--- src/rtl/ws2812_chain_driver.sv ---
// ws2812_chain_driver: streams 24-bit GRB pixels (MSB first) as a WS2812 bit train, one frame of N_LEDS pixels then a latch gap.
// clk_200/restn: clock, async active-low reset; pix_data/pix_valid/pix_ready: pixel handshake;
// ws: registered serial line; busy: not IDLE; frame_done: pulse on last latch cycle; underrun: sticky truncated-frame flag.
module ws2812_chain_driver #(
  parameter int N_LEDS    = 123,
  parameter int T0H_CYC   = 80,
  parameter int T1H_CYC   = 160,
  parameter int BIT_CYC   = 250,
  parameter int LATCH_CYC = 56000
) (
  input  logic        clk_200,
  input  logic        restn,
  input  logic [23:0] pix_data,
  input  logic        pix_valid,
  output logic        pix_ready,
  output logic        ws,
  output logic        busy,
  output logic        frame_done,
  output logic        underrun
);
  localparam int BW = $clog2(BIT_CYC);
  localparam int PW = N_LEDS > 1 ? $clog2(N_LEDS) : 1;
  localparam int LW = LATCH_CYC > 1 ? $clog2(LATCH_CYC) : 1;
  localparam logic [BW-1:0] T0 = BW'(T0H_CYC);
  localparam logic [BW-1:0] T1 = BW'(T1H_CYC);
  typedef enum logic [1:0] {IDLE, SEND, LATCH} state_t;
  state_t state, state_n;
  logic [23:0] sr, sr_n, hr, hr_n;
  logic hold, hold_n, live, ws_n, uf_n, acc, bit_end, pix_end, last_pix, latch_end;
  logic [BW-1:0] bcnt, bcnt_n;
  logic [4:0] bidx, bidx_n;
  logic [PW-1:0] pcnt, pcnt_n;
  logic [LW-1:0] lcnt, lcnt_n;
  // live keeps pix_ready low until the first edge after reset release
  assign pix_ready  = live && !hold && state != LATCH;
  assign acc        = pix_valid && pix_ready;
  assign busy       = state != IDLE;
  assign bit_end    = bcnt == BW'(BIT_CYC - 1);
  assign pix_end    = bit_end && bidx == 5'd23;
  assign last_pix   = pcnt == PW'(N_LEDS - 1);
  assign latch_end  = lcnt == LW'(LATCH_CYC - 1);
  assign frame_done = state == LATCH && latch_end;
  // bcnt and bidx are already zero whenever SEND is entered, so entry paths leave them alone
  always_comb begin
    state_n = state;
    sr_n    = sr;
    hr_n    = hr;
    hold_n  = hold;
    bcnt_n  = bcnt;
    bidx_n  = bidx;
    pcnt_n  = pcnt;
    lcnt_n  = lcnt;
    uf_n    = underrun;
    if (acc && state == IDLE) begin
      sr_n    = pix_data;
      state_n = SEND;
      uf_n    = 1'b0;
    end
    if (acc && state == SEND) begin
      hr_n   = pix_data;
      hold_n = 1'b1;
    end
    if (state == SEND) begin
      bcnt_n = bit_end ? '0 : bcnt + 1'b1;
      if (bit_end && !pix_end) begin
        sr_n   = {sr[22:0], 1'b0};
        bidx_n = bidx + 5'd1;
      end
      if (pix_end) begin
        bidx_n = '0;
        if (!last_pix && hold) begin
          sr_n   = hr;
          hold_n = 1'b0;
          pcnt_n = pcnt + 1'b1;
        end else begin
          state_n = LATCH;
          lcnt_n  = '0;
          uf_n    = underrun | !last_pix;
        end
      end
    end
    if (state == LATCH) begin
      lcnt_n = latch_end ? '0 : lcnt + 1'b1;
      if (latch_end) begin
        pcnt_n  = '0;
        state_n = hold ? SEND : IDLE;
        if (hold) begin
          sr_n   = hr;
          hold_n = 1'b0;
          uf_n   = 1'b0;
        end
      end
    end
    // ws is computed from next-cycle state so the line itself is a flop
    ws_n = state_n == SEND && bcnt_n < (sr_n[23] ? T1 : T0);
  end
  always_ff @(posedge clk_200 or negedge restn) begin
    if (!restn) begin
      state    <= IDLE;
      sr       <= '0;
      hr       <= '0;
      hold     <= 1'b0;
      live     <= 1'b0;
      ws       <= 1'b0;
      underrun <= 1'b0;
      bcnt     <= '0;
      bidx     <= '0;
      pcnt     <= '0;
      lcnt     <= '0;
    end else begin
      state    <= state_n;
      sr       <= sr_n;
      hr       <= hr_n;
      hold     <= hold_n;
      live     <= 1'b1;
      ws       <= ws_n;
      underrun <= uf_n;
      bcnt     <= bcnt_n;
      bidx     <= bidx_n;
      pcnt     <= pcnt_n;
      lcnt     <= lcnt_n;
    end
  end
endmodule
--- config.mk ---
export PLATFORM = sky130hd
export DESIGN_NAME = ws2812_chain_driver
export DESIGN_NICKNAME = d
export VERILOG_FILES = /design/src/rtl/ws2812_chain_driver.sv
export SDC_FILE = /design/constraint.sdc
export NUM_CORES = 1
export LEC_CHECK = 0
export BUFFER_PORTS_ARGS = -buffer_cell sky130_fd_sc_hd__buf_4
export CORE_MARGIN = 2
export CORE_UTILIZATION = 61
export CTS_BUF_LIST = sky130_fd_sc_hd__clkbuf_8
export DETAILED_ROUTE_END_ITERATION = 16
export PLACE_DENSITY = 0.85
export SETUP_SLACK_MARGIN = 0.1
export SLEW_MARGIN = 10
export SYNTH_ARGS = -nofsm -noshare
export SYNTH_HDL_FRONTEND = slang
export SYNTH_SLANG_ARGS = --single-unit
--- constraint.sdc ---
create_clock -name clk_200 -period 3.08 [get_ports clk_200]
set_input_delay 0.308 -clock clk_200 [delete_from_list [all_inputs] [get_ports clk_200]]
set_output_delay 0.308 -clock clk_200 [all_outputs]
set_load 0.01 [all_outputs]
### Word level (Yosys, flattened, before mapping)

Index checks and enable logic that the tools add are counted.

| word-level totals | value |
|---|---|
| bits in registers | 90 |
| output and inout port bits | 5 |

| operators by class | value |
|---|---|
| $add $sub $neg | 4 |
| magnitude comparators | 1 |
| equal/unequal tests | 9 |
| mux-type cells | 44 |
| bitwise logic cells | 1 |
| reductions and logical operators | 20 |

Operator list:

| operator | number |
|---|---|
| 24-bit 2-to-1 mux | 8 |
| 16-bit 2-to-1 mux | 5 |
| 7-bit 2-to-1 mux | 5 |
| 8-bit 2-to-1 mux | 3 |
| 16-bit by 1-bit adder with 16-bit output (second input constant) | 1 |
| 16-bit equality test (second input constant) | 1 |
| 1-bit 2-to-1 mux | 15 |
| 2-bit 2-to-1 mux | 6 |
| 1-bit logical AND | 10 |
| 5-bit 2-to-1 mux | 2 |
| 8-bit by 1-bit adder with 8-bit output (second input constant) | 1 |
| 8-bit equality test (second input constant) | 1 |
| 8-bit < comparator | 1 |
| 2-bit nonzero test | 4 |
| 7-bit by 1-bit adder with 7-bit output (second input constant) | 1 |
| 7-bit equality test (second input constant) | 1 |
| 5-bit by 1-bit adder with 5-bit output (second input constant) | 1 |
| 5-bit equality test (second input constant) | 1 |
| 2-bit by 1-bit equality test with 1-bit output (second input constant) | 2 |
| 2-bit inequality test (second input constant) | 2 |
| 1-bit zero test | 3 |
| 3-bit AND reduction | 1 |
| 2-bit equality test (second input constant) | 1 |
| 2-bit zero test | 1 |
| 2 further kinds | 2 |

### Logic depth before layout (Yosys ltp)

Gate-level depths: netlist of run 1.

| logic depth | value |
|---|---|
| depth in word-level cells | 16 |
| mapped depth | 12 |
| depth with buffers taken out | 11 |

### Worst setup path after synthesis of run 1

No wires, ideal clock.

| path | value |
|---|---|
| path type | reg2reg |
| start | register state[0] |
| end | register ws |
| setup time | 123 ps |
| arrival | 2554 ps |
| required time | 2957 ps |
| slack | 403 ps |
| stages on the path, launching flop included | 13 |
| period minus slack after synthesis | 2677 ps |
| path through | dfrtp_1 inv_1 ha_1 nor3b_1 and3_1 buf_2 mux2i_1 nor3_2 or2_2 inv_1 ha_1 o211ai_1 o221a_1 |

| on the way | value |
|---|---|
| longest elaborated chain between the ends | 15 |
| elaborated cells between the ends (all ways) | 26 |

Ends and longest elaborated chain:

| item | RTL line | source |
|---|---|---|
| from (decl) | 27 | `state_t state, state_n;` |
| from (signal assigned) | 111 | `state <= state_n;` |
| 2-bit inequality test * | 35 | `assign pix_ready = live && !hold && state != LATCH;` |
| 1-bit logical AND * | 35 |  |
| net pix_ready | 15 | `output logic pix_ready,` |
| 1-bit logical AND * | 36 | `assign acc = pix_valid && pix_ready;` |
| 1-bit logical AND * | 54 | `if (acc && state == IDLE) begin` |
| 24-bit 2-to-1 mux * | 54 |  |
| 24-bit 2-to-1 mux | 65 | `if (bit_end && !pix_end) begin` |
| 24-bit 2-to-1 mux | 71 | `if (!last_pix && hold) begin` |
| (+2 left out) | - |  |
| 24-bit 2-to-1 mux | 87 | `if (hold) begin` |
| 24-bit 2-to-1 mux | 84 | `if (latch_end) begin` |
| 24-bit 2-to-1 mux * | 82 | `if (state == LATCH) begin` |
| net sr_n[23] | 28 | `logic [23:0] sr, sr_n, hr, hr_n;` |
| 8-bit 2-to-1 mux * | 95 | `ws_n = state_n == SEND && bcnt_n < (sr_n[23] ? T1 : T0);` |
| 8-bit < comparator * | 95 |  |
| 1-bit logical AND * | 95 |  |
| net ws_n | 29 | `logic hold, hold_n, live, ws_n, uf_n, acc, bit_end, pix_end, last_pix, latch_end;` |
| to (signal assigned) | 116 | `ws <= ws_n;` |
| to (decl) | 16 | `output logic ws,` |

The timed path passes the listed nets; every way through them passes the cells marked *.
A chain may end at the register's enable or synchronous reset.

### Worst setup path after layout of run 1

| path | value |
|---|---|
| start | register lcnt[6] |
| end | register ws |

| on the way | value |
|---|---|
| longest elaborated chain between the ends | 6 |
| elaborated cells between the ends (all ways) | 9 |

Ends and longest elaborated chain:

| item | RTL line | source |
|---|---|---|
| from (decl) | 33 | `logic [LW-1:0] lcnt, lcnt_n;` |
| from (signal assigned) | 121 | `lcnt <= lcnt_n;` |
| 16-bit equality test | 41 | `assign latch_end = lcnt == LW'(LATCH_CYC - 1);` |
| 24-bit 2-to-1 mux | 84 |  |
| 24-bit 2-to-1 mux | 82 |  |
| net sr_n[23] | 28 |  |
| 8-bit 2-to-1 mux | 95 |  |
| 8-bit < comparator | 95 |  |
| 1-bit logical AND | 95 |  |
| net ws_n | 29 |  |

The timed path passes the listed nets, and every way through them passes these cells.

==> metrics.yaml, run 1 <==
status:
  outcome: "finished with violations"
  violations: "hold timing"
synthesis:
  yosysSeqAreaShare: 0.495
  synthDistinctLibCells: 49
  synthFlopType: "dfrtp_1"
  synthCells: 450
  syn_area_mm2: 0.00455
  avgSynthCellArea_um2: 10.1
  synth-seq-cells: 90
  synthesis.nets: 489
  synth_warnings: 0
  synthArstFlopShare: 1.00
  synth_edf_count: 0
finish:
  syn_to_final_growth_pct: 12.3
  n_antenna_cell: 0
  finalInstanceArea_mm2: 0.00511
  final_common_cell: "dfrtp_1"
  drive_gt1_frac: 0.228
  fin_nets: 521
  final_util: 0.704
  final_cell_mix: "90 x dfrtp_1, 45 x nor2_1, 44 x buf_4"
grt:
  antenna_found_initial: 0
  gr-total-overflow: 0
  grt_usage: 0.260
  grt_max_degree: 60
  grt_pass1_vias: 3760
  grt_pass1_wl_um: 17200
routing:
  drtIter0Drc: 220
  ant_nets: 0
  vias_per_cell: 6.14
  vias: 3589
  drt-total-wl_um: 9800
  drc: 0
  detail_route.first_pass.iterations: 5
  wl_per_cell_um: 16.7
job:
  maxCapViolCount: 0
setup_path:
  worstSetupStartpointType: "flip-flop"
  critPathCaptureType: "flip-flop"
  critical_path_class: "reg -> reg"
  worst-path-max-fanout: 7
  crit_path_max_incr_delay_ns: 0.62
  slowest_stage: "or4_4"
  cp_data_required_time_ns: 3.37
  path_cells: "nand4b_1 -> or4_4 -> nor2_4 -> o32ai_4 -> or2_2 -> inv_1 -> ha_1 -> o211ai_1 -> o221a_1"
  cp.arrival_ns: 3.07
sta:
  fin_crit_ns: 2.78
  worst_pin_slew_ns: 0.740
  max_slew_margin: 0.506
  min_period_over_period: 0.903
  rsz0062_at_grt: "false"
  fin_tns_setup_ns: 0
  finalSetupViolations: 0
  final-hold-violation-count: 9
  fmaxAchievable_mhz: 360
  whs_ns: -0.0155
  fin_worst_skew_ns: 0.00970
  slew_violations: 0
cts:
  cts_setup_buffers: 0
  ctsHtreeMaxLevel: 3
  numCtsBuffers: 9
  cts_buffer_depth: 2
  numClockSinks: 90
  clkLatencyLatePin_ns: 0.36
  clkSlewWorstSetupHoldPaths_ns: 0.09
  cts_root_buf: "clkbuf_8"
  cts_tree: "done"
die:
  die_width_um: 90.3
  core_region_area_mm2: 0.00725
  dieArea_mm2: 0.00816
  die_h_um: 90.3
  rows: 31
  initial_core_util: 0.627
  io_pins: 32
place:
  io_buffers: 31
  place_area_mm2: 0.00491
  place_congestion: 0.847
  dpl.hpwl_um: 6680
power_and_ir_drop:
  max-vdd-ir-drop_mv: 0.262
  p_per_area_mw_per_mm2: 400
  leakage_nw: 2.24
min_path:
  hold_path.class: "in -> async"
sequential cells by signal, summed over array words and instances, names as in the netlist:
signal,count
pcnt,7
sr,24
hold,1
bcnt,8
live,1
lcnt,16
ws,1
underrun,1
hr,24
state,2
bidx,5
worst paths after layout:
path | start | end | cells past startpoint | slack, ns
max reg2reg | lcnt[6] | ws | 9 | 0.30
min | restn | lcnt[14] | 1 | -0.02
min reg2reg | lcnt[15] | lcnt[15] | 1 | 0.50
min in group clk_200 | pix_data[22] | hr[22] | 3 | 0.17
max | lcnt[6] | ws | 9 | 0.30
max in group asynchronous | restn | hold | 2 | 2.35
synthesized netlist by cell type, drive strengths merged, types with 4 or more instances:
library cell / instances / share of area
a21oi: 32 / 0.035
buf: 8 / 0.0085
inv: 11 / 0.0091
mux2i: 4 / 0.0088
o22ai: 22 / 0.030
dfrtp: 90 / 0.50
nand4: 8 / 0.011
o21ai: 38 / 0.042
nor2: 46 / 0.040
xnor2: 5 / 0.0096
xor2: 4 / 0.0077
clkbuf: 15 / 0.012
nor4: 4 / 0.0069
nand4b: 4 / 0.0077
nand3: 15 / 0.017
and3: 8 / 0.011
nor3: 4 / 0.0055
nand2: 35 / 0.029
mux2: 42 / 0.10
ha: 12 / 0.033
logic make-up (layout without fill, tap and decap cells):
logic type	after synthesis	in the layout	synth area share
other	1	1	0.000825
AOI/OAI and AO/OA	112	112	0.148
buffers and inverters	34	70	0.0300
xor gates and xnor gates	9	9	0.0173
muxes	46	46	0.113
DFF	90	90	0.495
adders and majority gates	12	12	0.0330
and+or+nand+nor	146	146	0.162
routing by layer:
metal,track usage,up-vias,wire length [µm]
met5,0,-,0
met4,0.114,0,211
met3,0.0476,23,421
met2,0.445,88,4990
met1,0.324,1788,4170
li1,-,1690,-
layout make-up:
| cell class | instances | area, µm² |
|---|---|---|
| Clock inverter | 6 | 65.1 |
| Fill cell | 554 | 2150 |
| Clock buffer | 9 | 124 |
| Tap cell | 99 | 124 |
| Sequential cell | 90 | 2250 |
| Timing Repair Buffer | 44 | 330 |
| Multi-Input combinational cell | 326 | 2170 |
| Inverter | 11 | 41.3 |
through the flow:
| stage | instances | worst slack (ns) | hold WS [ns] | total power, W |
|---|---|---|---|---|
| 2_1_floorplan | 450 | 0.403 | 0.0124 | 0.00121 |
| 3_3_place_gp | 570 | 0.367 | 0.416 | 0.00126 |
| 3_5_place_dp | 570 | 0.238 | 0.422 | 0.00127 |
| 4_1_cts | 585 | 0.225 | 0.0390 | 0.00205 |
| 5_1_grt | 585 | 0.164 | 0.0623 | 0.00210 |
| 6_report | 585 | 0.300 | -0.0155 | 0.00204 |
what timing repair did:
action                     CTS  global route
hold buffers                 0             0
gates resized for setup      0             2
setup endpoints to repair    0             1
critical path, delay by kind of cell (launching register included):
family | cells | cell delay, ns
AO/OA/AOI/OAI | 3 | 0.56
adder cells (fa/ha/maj) | 1 | 0.23
buffers and inverters | 1 | 0.09
flip-flops | 1 | 0.44
AND/OR/NAND/NOR | 4 | 1.41
report_power, final:
group	internal (W)	switching [W]	total, W
clock network	0.000374	0.000428	0.000801
logic	0.0000252	0.0000339	0.0000591
registers	0.00118	0.000000289	0.00118
total	0.00158	0.000462	0.00204
(Power assumes the default switching activity.)
==> run 2, diff against run 1 <==
--- a/config.mk
+++ b/config.mk
@@ -6,11 +6,13 @@
 export NUM_CORES = 1
 export LEC_CHECK = 0
 export BUFFER_PORTS_ARGS = -buffer_cell sky130_fd_sc_hd__buf_4
+export CELL_PAD_IN_SITES_DETAIL_PLACEMENT = 0
+export CELL_PAD_IN_SITES_GLOBAL_PLACEMENT = 1
 export CORE_MARGIN = 2
-export CORE_UTILIZATION = 61
+export CORE_UTILIZATION = 49
 export CTS_BUF_LIST = sky130_fd_sc_hd__clkbuf_8
 export DETAILED_ROUTE_END_ITERATION = 16
-export PLACE_DENSITY = 0.85
+export PLACE_DENSITY = 0.87
 export SETUP_SLACK_MARGIN = 0.1
 export SLEW_MARGIN = 10
 export SYNTH_ARGS = -nofsm -noshare
==> metrics.yaml, run 2 (same netlist as run 1, synthesis figures left out) <==
cts:
  cts_setup_buffers: 0  # unchanged
  ctsResizeCount: 0  # unchanged
  cts_root_buf: "clkbuf_8"
  cts_buffer_depth: 2  # unchanged
  cts_hold_buffers: 0  # unchanged
  ctsHtreeMaxLevel: 3  # unchanged
  cts_tree: "done"
  numCtsBuffers: 9  # unchanged
  clkLatencyLatePin_ns: 0.36  # about the same
  clkSlewWorstSetupHoldPaths_ns: 0.10  # about the same
  numClockSinks: 90  # unchanged
routing:
  top_layer: "met4"
  drt-total-wl_um: 9600  # -2.1%
  drc: 0  # unchanged
  drtIter0Drc: 161  # -27%
  ant_nets: 0  # unchanged
  detail_route.first_pass.iterations: 4  # -1
  wl_met1_um: 4710  # +13%
  wl_met3_um: 278  # -34%
  wl_per_cell_um: 16.0  # -4.2%
  vias_per_cell: 5.76  # -6.0%
  vias: 3447  # -4.0%
  wl_met2_um: 4440  # -11%
die:
  die_h_um: 100  # +11%
  io_pins: 32  # unchanged
  die_width_um: 100  # +11%
  dieArea_mm2: 0.0101  # +23%
  rows: 35  # +13%
  core_region_area_mm2: 0.00911  # +26%
  initial_core_util: 0.499  # -0.128
setup_path:
  path_cells: "nand4b_1 -> or4_4 -> o22a_4 -> o32ai_4 -> or2_2 -> inv_1 -> ha_1 -> nor4_2 -> o221a_1"
  critPathCaptureType: "flip-flop"
  slowest_stage: "or4_4"
  worst_r2r_path_depth: 9  # unchanged
  worst-path-max-fanout: 7  # unchanged
  critical_path_class: "reg -> reg"
  r2r_end: "ws"
  crit_path_max_incr_delay_ns: 0.62  # about the same
  endpoint: "ws"
  cp.arrival_ns: 3.08  # about the same
  reg2reg_slack_ns: 0.31  # about the same
  r2r-start: "lcnt[6]"
  worstSetupStartpointType: "flip-flop"
  crit_start: "lcnt[6]"
  cp_data_required_time_ns: 3.39  # +0.02 ns
grt:
  grt_pass1_wl_um: 16600  # -3.6%
  grt_pass1_vias: 3465  # -7.8%
  grt_usage: 0.207  # -0.0526
  antenna_found_initial: 0  # unchanged
  grt_max_degree: 53  # -12%
  gr-total-overflow: 0  # unchanged
finish:
  final_cell_mix: "90 x dfrtp_1, 45 x nor2_1, 44 x buf_4"
  final_common_cell: "dfrtp_1"
  fin_nets: 521  # unchanged
  n_antenna_cell: 0  # unchanged
  finalInstanceArea_mm2: 0.00517  # +1.3%
  drive_gt1_frac: 0.228  # -0.000469
  largest_registers: "hr x24, sr x24, lcnt x16"
  syn_to_final_growth_pct: 13.8
power_and_ir_drop:
  leakage_nw: 2.27  # +1.2%
  p_total_w: 0.00225  # +10%
  p_per_area_mw_per_mm2: 434  # +8.6%
  max-vdd-ir-drop_mv: 0.300  # +14%
place:
  place_congestion: 0.808  # -4.5%
  dpl.hpwl_um: 6430  # -3.7%
  io_buffers: 31  # unchanged
  place_area_mm2: 0.00492  # +0.31%
status:
  violations: "hold timing"
  outcome: "finished with violations"
sta:
  fin_crit_ns: 2.77  # -0.00933 ns
  worst_pin_slew_ns: 0.675  # -0.0653 ns
  min_period_over_period: 0.900  # -0.00303
  fin_tns_setup_ns: 0  # unchanged
  rsz0062_at_grt: "false"
  max_slew_margin: 0.550  # +0.0435
  fin_worst_skew_ns: 0.0119  # +0.00216 ns
  final-hold-violation-count: 29  # +20
  slew_violations: 0  # unchanged
  fmaxAchievable_mhz: 361  # +0.34%
  whs_ns: -0.0258  # -0.0103 ns
  finalSetupViolations: 0  # unchanged
min_path:
  hold_path.class: "in -> async"
job:
  maxCapViolCount: 0  # unchanged
[run 2: changes by cell type in the layout (fill, tap and decap cells not counted)]
cell	delta
bufinv_16	+2
clkinv_2	-1
nor3b_2	-1
nor3b_1	+1
clkinvlp_4	-1
inv_8	+1
[run 2: worst max-delay path: cells and delay by family, from the launching register on]
| family | cells | cell delay (ns) |
|---|---|---|
| AO/OA/AOI/OAI | 3 | 0.64 |
| buffers and inverters | 1 | 0.06 |
| AND/OR/NAND/NOR | 4 | 1.35 |
| adder cells (fa/ha/maj) | 1 | 0.21 |
| flip-flops | 1 | 0.45 |
[run 2: layout make-up]
| type | count | area [µm²] |
|---|---|---|
| clock buffer | 9 | 124 |
| clock inverter | 7 | 124 |
| fill | 805 | 3930 |
| inverter | 11 | 41.3 |
| multi-input combinational | 326 | 2160 |
| sequential | 90 | 2250 |
| tap | 111 | 139 |
| timing repair buffer | 44 | 330 |
[run 2: how the worst min path moves through the flow]
stage	from	to	slack, ns	depth (start not counted)
2_1_floorplan	restn	bcnt[0]	0.01	0
3_3_place_gp	restn	lcnt[8]	0.39	1
3_5_place_dp	restn	lcnt[14]	0.40	1
4_1_cts	restn	lcnt[15]	0.002	1
5_1_grt	restn	lcnt[15]	0.04	1
6_report	restn	lcnt[15]	-0.03	1
[run 2: routing by layer]
layer  global-route usage  vias to the layer above
li1                     -                     1687
met1                0.279                     1700
met2                0.336                       50
met3               0.0334                       10
met4               0.0843                        0
met5                    0                        -
[run 2: metrics by stage]
step | utilization | worst slack (ns) | hold WS (ns) | instances
after floorplan | - | 0.403 | 0.0124 | 450
after global placement | 0.541 | 0.363 | 0.391 | 582
after detailed placement | 0.541 | 0.238 | 0.401 | 582
after CTS | 0.568 | 0.215 | 0.00193 | 598
after global routing | 0.568 | 0.102 | 0.0351 | 598
final | 0.568 | 0.309 | -0.0258 | 598
[run 2: power by group]
group | switching [W] | leakage [nW] | internal [W]
sequential | 0.000000179 | 1.11 | 0.00118
clock | 0.000457 | 0.126 | 0.000550
combinational | 0.0000343 | 1.03 | 0.0000250
total | 0.000492 | 2.27 | 0.00176
==> run 3, diff against run 2 <==
--- a/config.mk
+++ b/config.mk
@@ -5,14 +5,16 @@
 export SDC_FILE = /design/constraint.sdc
 export NUM_CORES = 1
 export LEC_CHECK = 0
+export ABC_AREA = 1
 export BUFFER_PORTS_ARGS = -buffer_cell sky130_fd_sc_hd__buf_4
 export CELL_PAD_IN_SITES_DETAIL_PLACEMENT = 0
 export CELL_PAD_IN_SITES_GLOBAL_PLACEMENT = 1
+export CORE_ASPECT_RATIO = 0.8
 export CORE_MARGIN = 2
-export CORE_UTILIZATION = 49
+export CORE_UTILIZATION = 48
 export CTS_BUF_LIST = sky130_fd_sc_hd__clkbuf_8
 export DETAILED_ROUTE_END_ITERATION = 16
-export PLACE_DENSITY = 0.87
+export PLACE_DENSITY = 0.88
 export SETUP_SLACK_MARGIN = 0.1
 export SLEW_MARGIN = 10
 export SYNTH_ARGS = -nofsm -noshare
==> metrics.yaml, run 3 <==
power_and_ir_drop:
  max-vdd-ir-drop_mv: 0.296  # -1.4%
  leakage_nw: 2.87  # +26%
  p_total_w: 0.00214  # -5.0%
  p_per_area_mw_per_mm2: 394  # -9.3%
finish:
  syn_to_final_growth_pct: 11.0
  final_common_cell: "nand2_1"
  largest_registers: "hr x24, sr x24, lcnt x16"
  n_antenna_cell: 0  # unchanged
  final_cell_mix: "119 x nand2_1, 93 x inv_1, 90 x dfrtp_1"
  fin_nets: 657  # +26%
  drive_gt1_frac: 0.143  # -0.0851
  final_util: 0.555  # -0.0128
sta:
  min_period_over_period: 0.840  # -0.0593
  final-hold-violation-count: 0  # -100%
  fmaxAchievable_mhz: 386  # +7.1%
  fin_worst_skew_ns: 0.0111  # -0.000797 ns
  worst_pin_slew_ns: 0.621  # -0.0544 ns
  rsz0062_at_grt: "false"
  slew_violations: 0  # unchanged
  fin_tns_setup_ns: 0  # unchanged
  finalSetupViolations: 0  # unchanged
  fin_crit_ns: 2.59  # -0.183 ns
  max_slew_margin: 0.586  # +0.0363
  whs_ns: 0.213  # +0.239 ns
synthesis:
  synthCells: 589  # +31%
  synthArstFlopShare: 1.00  # unchanged
  yosys.area.top_type: "dfrtp_1"
  synthTopCellsByCount: "119 x nand2_1, 93 x inv_1, 90 x dfrtp_1, 66 x o21ai_0"
  synth-seq-cells: 90  # unchanged
  synthesis.nets: 628  # +28%
  yosysSeqAreaShare: 0.461  # -0.0345
  synthFlopType: "dfrtp_1"
  post-synth-top-count-cell: "nand2_1"
  synth_edf_count: 0  # unchanged
  syn_area_mm2: 0.00489  # +7.5%
  netlist_top_cells_area: "dfrtp_1 46%, nand2_1 9.1%, inv_1 7.1%"
  synth_warnings: 0  # unchanged
  synthDistinctLibCells: 42  # -14%
  yosysTopAreaCellShare: 0.461  # -0.0345
  avgSynthCellArea_um2: 8.30  # -18%
cts:
  ctsHtreeMaxLevel: 3  # unchanged
  cts_hold_buffers: 1  # +1
  numCtsBuffers: 9  # unchanged
  clkSlewWorstSetupHoldPaths_ns: 0.08  # -0.02 ns
  cts_setup_buffers: 0  # unchanged
  cts_buffer_depth: 2  # unchanged
  clkLatencyLatePin_ns: 0.37  # about the same
  cts_tree: "done"
  ctsResizeCount: 0  # unchanged
  cts_root_buf: "clkbuf_8"
  numClockSinks: 90  # unchanged
routing:
  drtIter0Drc: 257  # +60%
  drc: 0  # unchanged
  detail_route.first_pass.iterations: 4  # unchanged
  drt-total-wl_um: 10700  # +11%
  ant_nets: 0  # unchanged
  wl_per_cell_um: 14.0  # -12%
  vias: 3954  # +15%
  vias_per_cell: 5.21  # -9.6%
grt:
  grt_max_degree: 47  # -11%
  gr-total-overflow: 0  # unchanged
  antenna_found_initial: 0  # unchanged
  grt_pass1_vias: 3867  # +12%
  grt_usage: 0.213  # +0.00525
  grt_pass1_wl_um: 18200  # +9.7%
die:
  dieArea_mm2: 0.0110  # +9.4%
  io_pins: 32  # unchanged
  rows: 32  # -8.6%
  initial_core_util: 0.500  # +0.00109
  core_region_area_mm2: 0.00977  # +7.3%
  die_width_um: 117  # +16%
  die_h_um: 94.2  # -6.1%
min_path:
  min_from: "pix_data[23]"
  holdPathEnd: "hr[23]"
  hold_path.class: "in -> reg"
  holdPathStages: 2
setup_path:
  critPathCaptureType: "flip-flop"
  r2r-start: "state[1]"
  cpMostUsedCell: "a21oi_1"
  cp_data_required_time_ns: 3.38  # about the same
  worstSetupStartpointType: "flip-flop"
  r2r_end: "ws"
  crit_path_max_incr_delay_ns: 0.39  # -0.23 ns
  worst_r2r_path_depth: 11  # +2
  slowest_stage: "dfrtp_1"
  reg2reg_slack_ns: 0.49  # +0.18 ns
  cp.arrival_ns: 2.88  # -0.20 ns
  path_cells: "inv_1 -> ha_1 -> buf_4 -> nand2_1 -> nor3_1 -> a21oi_1 -> nor3_1 -> ha_1 -> a21oi_1 -> nand3_1 -> a21oi_1"
  worst-path-max-fanout: 12  # +5
  critical_path_class: "reg -> reg"
status:
  outcome: "completed"
job:
  maxCapViolCount: 0  # unchanged
place:
  dpl.hpwl_um: 7480  # +16%
  io_buffers: 31  # unchanged
  place_congestion: 0.835  # +3.2%
==> run 3: changes by cell type after synthesis, sizes merged, moves of 13 or more <==
cell | previous run | this run
o22ai | 22 | 2
o211ai | 2 | 23
nor2 | 46 | 33
nand2 | 35 | 127
o21ai | 38 | 89
mux2 | 42 | 1
inv | 11 | 97
==> run 3: how the worst max path moves through the flow <==
stage	start	endpoint	slack, ns	cells past startpoint
2_1_floorplan	state[1]	ws	0.95	11
3_3_place_gp	state[1]	ws	0.71	11
3_5_place_dp	state[1]	ws	0.58	11
4_1_cts	state[1]	ws	0.49	11
5_1_grt	state[1]	ws	0.28	11
6_report	state[1]	ws	0.49	11
==> run 3: routing by layer <==
metal / wire length (µm) / vias up / GRT usage
met4: 188 / 0 / 0.0696
li1: - / 1989 / -
met2: 4780 / 58 / 0.324
met3: 328 / 14 / 0.0413
met1: 5360 / 1893 / 0.305
met5: 0 / - / 0
==> run 3: layout make-up <==
class / count / area, µm²
clock buffers: 10 / 138
clock inverters: 6 / 80.1
fillers: 943 / 4340
inverters: 97 / 364
multi-input cells: 380 / 2120
flip-flops and latches: 90 / 2250
well taps: 136 / 170
repair buffers: 40 / 303
==> run 3: power breakdown <==
part	internal (W)	total (W)	switching (W)
sequential	0.00118	0.00118	0.000000314
combinational	0.0000254	0.0000633	0.0000379
clock	0.000474	0.000892	0.000418
==> run 3: through the flow <==
step	setup WS, ns	instance area [µm²]	std cells
global placement	0.706	5200	742
detailed placement	0.576	5200	742
floorplan	0.949	4890	589
finish	0.492	5430	759
CTS	0.494	5430	759
global route	0.281	5430	759
==> run 3: logic make-up after synthesis <==
family,Yosys count,synth area share
AO/OA/AOI/OAI,150,0.177
flip-flops,90,0.461
multiplexers,1,0.00230
AND/OR/NAND/NOR,209,0.210
XOR/XNOR,7,0.0125
buffers and inverters,119,0.106
adder cells (fa/ha/maj),12,0.0307
other,1,0.000768
==> run 3: critical path, delay by kind of cell, from the launching register on <==
kind	cells	cell delay, ns
simple gates	4	0.88
flops	1	0.39
compound gates	3	0.44
fa+ha+maj	2	0.50
buf+inv	2	0.30
